File: src/rtl/ibex_wb_pkg.sv
// rtl/ibex_wb_pkg.sv - shared types and sizing helpers for the Ibex-to-Wishbone host bridge
package ibex_wb_pkg;

    typedef enum logic [1:0] {
        WbIdle,
        WbActive,
        WbAbort
    } wb_host_state_e;

    // Width of a counter that must hold every value 0..n inclusive.
    function automatic int cnt_width(input int n);
        return (n < 2) ? 1 : $clog2(n + 1);
    endfunction

endpackage

File: src/rtl/ibex_wb_host_chan.sv
// rtl/ibex_wb_host_chan.sv - one host channel: req/gnt/rvalid to pipelined Wishbone with ack timeout
module ibex_wb_host_chan
    import ibex_wb_pkg::*;
#(
    parameter int DataWidth      = 32,
    parameter int AddressWidth   = 32,
    parameter int MaxOutstanding = 2,
    parameter int TimeoutCycles  = 256
) (
    input  logic                      clk_i,
    input  logic                      rst_ni,
    input  logic                      host_req_i,
    output logic                      host_gnt_o,
    input  logic [AddressWidth-1:0]   host_addr_i,
    input  logic                      host_we_i,
    input  logic [DataWidth/8-1:0]    host_be_i,
    input  logic [DataWidth-1:0]      host_wdata_i,
    output logic                      host_rvalid_o,
    output logic [DataWidth-1:0]      host_rdata_o,
    output logic                      host_err_o,
    output logic                      wb_cyc_o,
    output logic                      wb_stb_o,
    output logic                      wb_we_o,
    output logic [AddressWidth-1:0]   wb_addr_o,
    output logic [DataWidth-1:0]      wb_data_o,
    output logic [DataWidth/8-1:0]    wb_sel_o,
    input  logic                      wb_stall_i,
    input  logic                      wb_ack_i,
    input  logic [DataWidth-1:0]      wb_data_i,
    input  logic                      wb_err_i,
    output logic                      timeout_o
);

    localparam int OutW = cnt_width(MaxOutstanding);
    localparam logic [OutW-1:0] OutMax = OutW'(MaxOutstanding);

    wb_host_state_e r_state;
    wb_host_state_e w_state_nxt;
    logic [OutW-1:0] r_out;
    logic [OutW-1:0] w_out_nxt;

    logic w_active;
    logic w_busy;
    logic w_stb;
    logic w_gnt;
    logic w_rsp;
    logic w_drain;
    logic w_to_fire;

    assign w_active = (r_state != WbAbort);
    assign w_busy   = (r_out != '0);
    assign w_stb    = w_active & host_req_i & (r_out < OutMax);
    assign w_gnt    = w_stb & ~wb_stall_i;
    // Responses with nothing outstanding are spurious and must never reach the host.
    assign w_rsp    = w_active & w_busy & (wb_ack_i | wb_err_i);
    assign w_drain  = ~w_active & w_busy;

    generate
        if (TimeoutCycles > 0) begin : g_timer
            localparam int TmW = cnt_width(TimeoutCycles);
            logic [TmW-1:0] r_timer;

            always_ff @(posedge clk_i or negedge rst_ni) begin
                if (!rst_ni) begin
                    r_timer <= '0;
                end else if (!w_active || !w_busy || w_rsp || w_gnt) begin
                    r_timer <= '0;
                end else begin
                    r_timer <= r_timer + 1'b1;
                end
            end

            assign w_to_fire = w_active & w_busy & ~w_rsp
                             & (r_timer == TmW'(TimeoutCycles - 1));
        end else begin : g_no_timer
            assign w_to_fire = 1'b0;
        end
    endgenerate

    always_ff @(posedge clk_i or negedge rst_ni) begin
        if (!rst_ni) begin
            r_state <= WbIdle;
            r_out   <= '0;
        end else begin
            r_state <= w_state_nxt;
            r_out   <= w_out_nxt;
        end
    end

    always_comb begin
        w_state_nxt = r_state;
        w_out_nxt   = r_out;
        case (r_state)
            WbIdle, WbActive: begin
                w_out_nxt = r_out + OutW'(w_gnt) - OutW'(w_rsp);
                if (w_to_fire) begin
                    w_state_nxt = WbAbort;
                end else if (w_out_nxt != '0) begin
                    w_state_nxt = WbActive;
                end else begin
                    w_state_nxt = WbIdle;
                end
            end
            WbAbort: begin
                // Drain one errored response per cycle; the slave has already seen cyc drop.
                w_out_nxt = w_busy ? r_out - 1'b1 : '0;
                if (w_out_nxt == '0) begin
                    w_state_nxt = WbIdle;
                end
            end
            default: begin
                w_state_nxt = WbIdle;
                w_out_nxt   = '0;
            end
        endcase
    end

    // Every output is forced low while reset is held, even with a host still requesting.
    assign host_gnt_o    = rst_ni & w_gnt;
    assign wb_stb_o      = rst_ni & w_stb;
    assign wb_cyc_o      = rst_ni & w_active & (w_stb | w_busy);
    assign wb_we_o       = rst_ni & w_active & host_we_i;
    assign wb_addr_o     = (rst_ni & w_active) ? host_addr_i  : '0;
    assign wb_data_o     = (rst_ni & w_active) ? host_wdata_i : '0;
    assign wb_sel_o      = (rst_ni & w_active) ? host_be_i    : '0;
    assign host_rvalid_o = rst_ni & (w_rsp | w_drain);
    assign host_rdata_o  = (rst_ni & w_rsp) ? wb_data_i : '0;
    assign host_err_o    = rst_ni & ((w_rsp & wb_err_i) | w_drain);
    assign timeout_o     = rst_ni & w_to_fire;

endmodule

File: src/rtl/ibex_wb_host_bridge.sv
// rtl/ibex_wb_host_bridge.sv - NrHosts Ibex host ports to flattened pipelined Wishbone masters
module ibex_wb_host_bridge
    import ibex_wb_pkg::*;
#(
    parameter int NrHosts        = 2,
    parameter int DataWidth      = 32,
    parameter int AddressWidth   = 32,
    parameter int MaxOutstanding = 2,
    parameter int TimeoutCycles  = 256
) (
    input  logic                              clk_i,
    input  logic                              rst_ni,
    input  logic [NrHosts-1:0]                host_req_i,
    output logic [NrHosts-1:0]                host_gnt_o,
    input  logic [AddressWidth-1:0]           host_addr_i  [NrHosts],
    input  logic [NrHosts-1:0]                host_we_i,
    input  logic [DataWidth/8-1:0]            host_be_i    [NrHosts],
    input  logic [DataWidth-1:0]              host_wdata_i [NrHosts],
    output logic [NrHosts-1:0]                host_rvalid_o,
    output logic [DataWidth-1:0]              host_rdata_o [NrHosts],
    output logic [NrHosts-1:0]                host_err_o,
    output logic [NrHosts-1:0]                wb_cyc_o,
    output logic [NrHosts-1:0]                wb_stb_o,
    output logic [NrHosts-1:0]                wb_we_o,
    output logic [NrHosts*AddressWidth-1:0]   wb_addr_o,
    output logic [NrHosts*DataWidth-1:0]      wb_data_o,
    output logic [NrHosts*DataWidth/8-1:0]    wb_sel_o,
    input  logic [NrHosts-1:0]                wb_stall_i,
    input  logic [NrHosts-1:0]                wb_ack_i,
    input  logic [NrHosts*DataWidth-1:0]      wb_data_i,
    input  logic [NrHosts-1:0]                wb_err_i,
    output logic [NrHosts-1:0]                timeout_o
);

    localparam int SelW = DataWidth / 8;

    for (genvar h = 0; h < NrHosts; h++) begin : g_host
        ibex_wb_host_chan #(
            .DataWidth      (DataWidth),
            .AddressWidth   (AddressWidth),
            .MaxOutstanding (MaxOutstanding),
            .TimeoutCycles  (TimeoutCycles)
        ) u_chan (
            .clk_i         (clk_i),
            .rst_ni        (rst_ni),
            .host_req_i    (host_req_i[h]),
            .host_gnt_o    (host_gnt_o[h]),
            .host_addr_i   (host_addr_i[h]),
            .host_we_i     (host_we_i[h]),
            .host_be_i     (host_be_i[h]),
            .host_wdata_i  (host_wdata_i[h]),
            .host_rvalid_o (host_rvalid_o[h]),
            .host_rdata_o  (host_rdata_o[h]),
            .host_err_o    (host_err_o[h]),
            .wb_cyc_o      (wb_cyc_o[h]),
            .wb_stb_o      (wb_stb_o[h]),
            .wb_we_o       (wb_we_o[h]),
            .wb_addr_o     (wb_addr_o[h*AddressWidth +: AddressWidth]),
            .wb_data_o     (wb_data_o[h*DataWidth +: DataWidth]),
            .wb_sel_o      (wb_sel_o[h*SelW +: SelW]),
            .wb_stall_i    (wb_stall_i[h]),
            .wb_ack_i      (wb_ack_i[h]),
            .wb_data_i     (wb_data_i[h*DataWidth +: DataWidth]),
            .wb_err_i      (wb_err_i[h]),
            .timeout_o     (timeout_o[h])
        );
    end

endmodule

File: config.mk
export PLATFORM = sky130hd
export DESIGN_NAME = ibex_wb_host_bridge
export DESIGN_NICKNAME = d
export VERILOG_FILES = /design/src/rtl/ibex_wb_pkg.sv /design/src/rtl/ibex_wb_host_chan.sv /design/src/rtl/ibex_wb_host_bridge.sv
export SDC_FILE = /design/constraint.sdc
export NUM_CORES = 1
export LEC_CHECK = 0
export BUFFER_PORTS_ARGS = -buffer_cell sky130_fd_sc_hd__buf_2
export CAP_MARGIN = 10
export CORE_AREA = 2 2 165 167
export DETAILED_ROUTE_END_ITERATION = 10
export DIE_AREA = 0 0 167 169
export PLACE_DENSITY_LB_ADDON = 0.2
export SYNTH_ARGS = -nofsm -noshare
export SYNTH_HDL_FRONTEND = slang
export SYNTH_SLANG_ARGS = --single-unit
export TNS_END_PERCENT = 10
File: constraint.sdc
create_clock -name clk_i -period 5.26 [get_ports clk_i]
set_input_delay 1.052 -clock clk_i [delete_from_list [all_inputs] [get_ports clk_i]]
set_output_delay 1.052 -clock clk_i [all_outputs]
set_load 0.01 [all_outputs]
---- Word level (Yosys, flattened, before mapping) ----
Cells that the tools add are included.
storage, ports and cells
  bits in registers ....................... 26
  latch bits .............................. 0
  bits in writable memories ............... 0
  memory bits (read-only) ................. 0
  input port bits ......................... 212
  output and inout port bits .............. 214
  logic and storage cells ................. 118
  memories kept ........................... 0
operators by class
  add/sub/neg operators ................... 8
  multiply operators ...................... 0
  divide/modulo/power cells ............... 0
  magnitude comparators ................... 2
  eq/ne operators ......................... 10
  shift operators ......................... 0
  muxes and demuxes ....................... 22
  bitwise operators ....................... 50
  reduce and logical (&&, ||, !) cells .... 20
operator list
  cell                                                                     number
  32-bit two-way mux                                                       6
  1-bit AND                                                                36
  9-bit by 1-bit adder with 9-bit output, second input constant            2
  9-bit by 8-bit equality test with 1-bit output, second input constant    2
  9-bit two-way mux                                                        2
  2-bit one-hot mux with 2 select lines                                    4
  2-bit two-way mux                                                        6
  2-bit logical NOT                                                        4
  4-bit two-way mux                                                        2
  1-bit bitwise OR                                                         8
  2-bit nonzero test                                                       4
  1-bit logical OR                                                         6
  1-bit inverter                                                           6
  2-bit by 1-bit adder with 2-bit output                                   2
  2-bit by 1-bit equality test with 1-bit output, second input constant    2
  2-bit equality test, second input constant                               2
  1-bit logical NOT                                                        4
  2-bit < comparator, second input constant                                2
  2-bit by 1-bit inequality test with 1-bit output, second input constant  2
  2-bit inequality test, second input constant                             2
  2-bit OR reduction                                                       2
  2-bit by 1-bit subtractor with 2-bit output                              2
  2-bit by 1-bit subtractor with 2-bit output, second input constant       2
  1-bit two-way mux                                                        2

---- Depth between registers and ports, before layout ----
  depth in word-level cells ............... 10
  depth in mapped cells ................... 9
  gate-level depth less buffers ........... 8

---- Cells and area by module ----
Synthesis repeated with hierarchy kept, for this count alone.
unflattened totals
  cells, all modules ...................... 395
  area, all modules ....................... 2939.1 um^2
modules (own cells, without submodules)
  module                                 times used  cells an instance  area an instance (um^2)  sequential area each (um^2)
  ibex_wb_host_chan at g_host[1].u_chan  1           197                1482.7                   325.3
  ibex_wb_host_chan at g_host[0].u_chan  1           198                1456.4                   325.3

---- Worst setup path before layout ----
No wires, ideal clock.
  path kind ............................... input to output
  start point ............................. in rst_ni
  end point ............................... out host_rdata_o[10] in the netlist's numbering
  data arrival time ....................... 1.917 ns
  required time ........................... 4.208 ns
  path slack .............................. 2.291 ns
  cell stages on the path ................. 5
  path buffers ............................ 2
  path through ............................ buf_2 o21ai_0 nor3_2 clkbuf_2 and2_1
RTL lines
  item         line                       RTL
  from (decl)  ibex_wb_host_bridge.sv:12  input logic rst_ni,
  to (decl)    ibex_wb_host_bridge.sv:20  output logic [DataWidth-1:0] host_rdata_o [NrHosts],

==> impl_metrics.toml <==
[status]
status = "finished, final reports clean"

[synthesis]
synth-seq-cells = 26
synthCells = 415
ys_warn_count = 0
yosys-top-cells-area = "and3_1 (28%), dfrtp_1 (21%), and2_1 (14%)"
syn_area_per_cell_um2 = 7.338
syn_nets = 635
postSynth.asyncResetShare = 1.000
synthFlopType = "dfrtp_1"
yosysTopAreaCellShare = 0.2835
yosysSeqAreaShare = 0.2136
synth-edff-count = 0
syn_area_um2 = 3045
yosys.cell_types.count = 42
yosys.area.top_type = "and3_1"

[floorplanning]
fp.dieW_um = 167
initial_utilization = 0.1149
rows = 60
io_pins = 426
die-area_um2 = 28220
core-area_um2 = 26500
die_y_um = 169

[place]
gp_congestion = 0.7459
place_hpwl_mm = 14.46
place.port_buffers = 425

[clock_network]
cts_resized = 0
cts_buffers = 3
htreeDepth = 1
ctsLongestPathBuffers = 2
cts.sinks = 26
cts_tree = "done"
insertion_delay_ns = 0.26
cts_root_buf = "clkbuf_16"
clkTransAtPathRegs_ns = 0.07
post_cts_buffers = 0
cts-hold-fix-buffers = 0

[route]
post-route-drc-count = 0
viasPerCell = 3.827
via_count = 4332
dr.pass1.iters = 4
routedWlPerCell_um = 15.30
finalWirelength_mm = 17.32
detail-route-antenna-nets = 0
drtIter0Drc = 134

[grt]
grt_pass1_wl_mm = 24.18
grt_pass1_vias = 3970
grt_antenna_before_repair = 1
grt_use_total = 0.1099
grt_max_degree = 171
gr-total-overflow = 0

[timing]
fmax_mhz = 273.5
worst_pin_slew_ns = 1.109
finClkSkew_ns = 0.002901
slew_headroom = 0.2605
fin_crit_ns = 3.656
drv_slew = 0
finalCritPeriodShare = 0.6951
setup_viol = 0
final.setup.tns_ns = 0
holdWs_ns = 0.4685
rsz0062_at_grt = "false"
finalHoldViolations = 0

[final_layout]
nFillCells = 3075
area_delta_synth_final_pct = 78.39
layout-drive-gt1-share = 0.5638
diodes = 0
nNetsFinal = 1013

[worst_setup_path]
cp.arrival_ns = 2.60
cp.required_ns = 4.21
path_class = "in -> out"
worstPathMaxFanout = 32
crit_path_start_kind = "primary input"
crit_path_end_kind = "output pin"

[pwr]
p_seq_frac = 0.261
comb_power_share = 0.579
power_switching_w = 0.0004370
pwr-share-clk = 0.161
swShare = 0.4121
p_int_w = 0.0006233
peakVddDrop_v = 0.00009845
power_density_nw_per_um2 = 195.2
power.leakage_nw = 3.450

[min_path]
hold_path.class = "reg -> reg"

[run]
maxCapViolCount = 0
through the flow:
stage,utilization,instances,total power (W),setup slack [ns],cell area (um2)
5_1_grt,0.2050,1132,0.001158,1.320,5433
2_1_floorplan,-,415,0.0006509,2.291,3045
3_5_place_dp,0.2014,1128,0.0009049,1.461,5338
6_report,0.2050,1132,0.001060,1.604,5433
4_1_cts,0.2042,1131,0.001084,1.461,5413
3_3_place_gp,0.2014,1128,0.0009104,1.431,5338
final timing paths:
| path | startpoint | end | slack, ns | cells after the start |
|---|---|---|---|---|
| min in group asynchronous | rst_ni | g_host[1].u_chan.g_timer.r_timer[2]$_DFF_PN0_ | 0.81 | 2 |
| worst min-delay path | g_host[1].u_chan.g_timer.r_timer[0]$_DFF_PN0_ | g_host[1].u_chan.g_timer.r_timer[0]$_DFF_PN0_ | 0.47 | 1 |
| worst max register to register | g_host[1].u_chan.r_state[1]$_DFFE_PN0P_ | g_host[1].u_chan.g_timer.r_timer[7]$_DFF_PN0_ | 3.25 | 3 |
| worst min register to register | g_host[1].u_chan.g_timer.r_timer[0]$_DFF_PN0_ | g_host[1].u_chan.g_timer.r_timer[0]$_DFF_PN0_ | 0.47 | 1 |
| max in group asynchronous | rst_ni | g_host[0].u_chan.g_timer.r_timer[3]$_DFF_PN0_ | 4.00 | 2 |
| worst max-delay path | rst_ni | host_rdata_o[7] | 1.60 | 5 |
cell families after synthesis:
| group | synth area share |
|---|---|
| simple gates | 0.5583 |
| buf+inv | 0.1130 |
| flops | 0.2136 |
| compound gates | 0.04971 |
| xor+xnor | 0.02876 |
| fa+ha+maj | 0.03287 |
| mux | 0.003697 |
power groups by stage:
| stage | registers [W] | logic, W | clock network (W) |
|---|---|---|---|
| after floorplan | 0.000252 | 0.000399 | 0 |
| after global placement | 0.000283 | 0.000628 | 0 |
| after detailed placement | 0.000281 | 0.000624 | 0 |
| after CTS | 0.000277 | 0.000627 | 0.000180 |
| after global routing | 0.000284 | 0.000686 | 0.000189 |
| final | 0.000277 | 0.000613 | 0.000170 |
synth_stat cells (all sizes together), types with 2 or more instances:
library cell	count
nand3	7
nor2	27
xor2	6
nand2b	4
o22ai	4
xnor2	4
clkbuf	31
buf	24
o21ai	9
dfrtp	26
or3b	2
inv	11
a21oi	8
or3	5
and3	138
nor3	6
nor3b	2
nor2b	3
ha	8
a211oi	2
and2	66
nand2	12
critical path: stages:
cell and delay [ns]:
buf_4 0.10, o21ai_0 0.23, nor3_4 0.83, and2_1 0.24
buf_2 0.14
cell usage in the layout, fill, tap and decap left out, drive strengths merged, types with 5 or more instances in the layout:
cell   synthesis  layout
o21ai          9       9
ha             8       8
and2          66      66
dfrtp         26      26
xor2           6       6
and3         138     138
inv           11      11
nor3           6       6
nor2          27      27
nand2         12      12
a21oi          8       8
buf           24     428
or3            5       5
nand3          7       7
registers in the layout (all words and copies together), names as in the netlist:
name and count:
g_host.u_chan.g_timer.r_timer 18, g_host.u_chan.r_out 4, g_host.u_chan.r_state 4
routing by layer:
| metal | share of wire | track usage | routed length, um |
|---|---|---|---|
| met5 | 0.00075 | 0 | 13 |
| met2 | 0.49 | 0.1932 | 8433 |
| met1 | 0.39 | 0.1290 | 6801 |
| met4 | 0.0032 | 0.01124 | 56 |
| met3 | 0.12 | 0.04606 | 2017 |
area by class of cell:
type / count / area, um2 / area share
repair buffers: 428 / 2177 / 0.4007
multi-input cells: 323 / 2062 / 0.3795
flip-flops and latches: 26 / 650.6 / 0.1198
well taps: 341 / 426.7 / 0.07854
clock buffers: 3 / 75.07 / 0.01382
inverters: 11 / 41.29 / 0.007600
No activity file was read; power rests on OpenSTA's default activity.
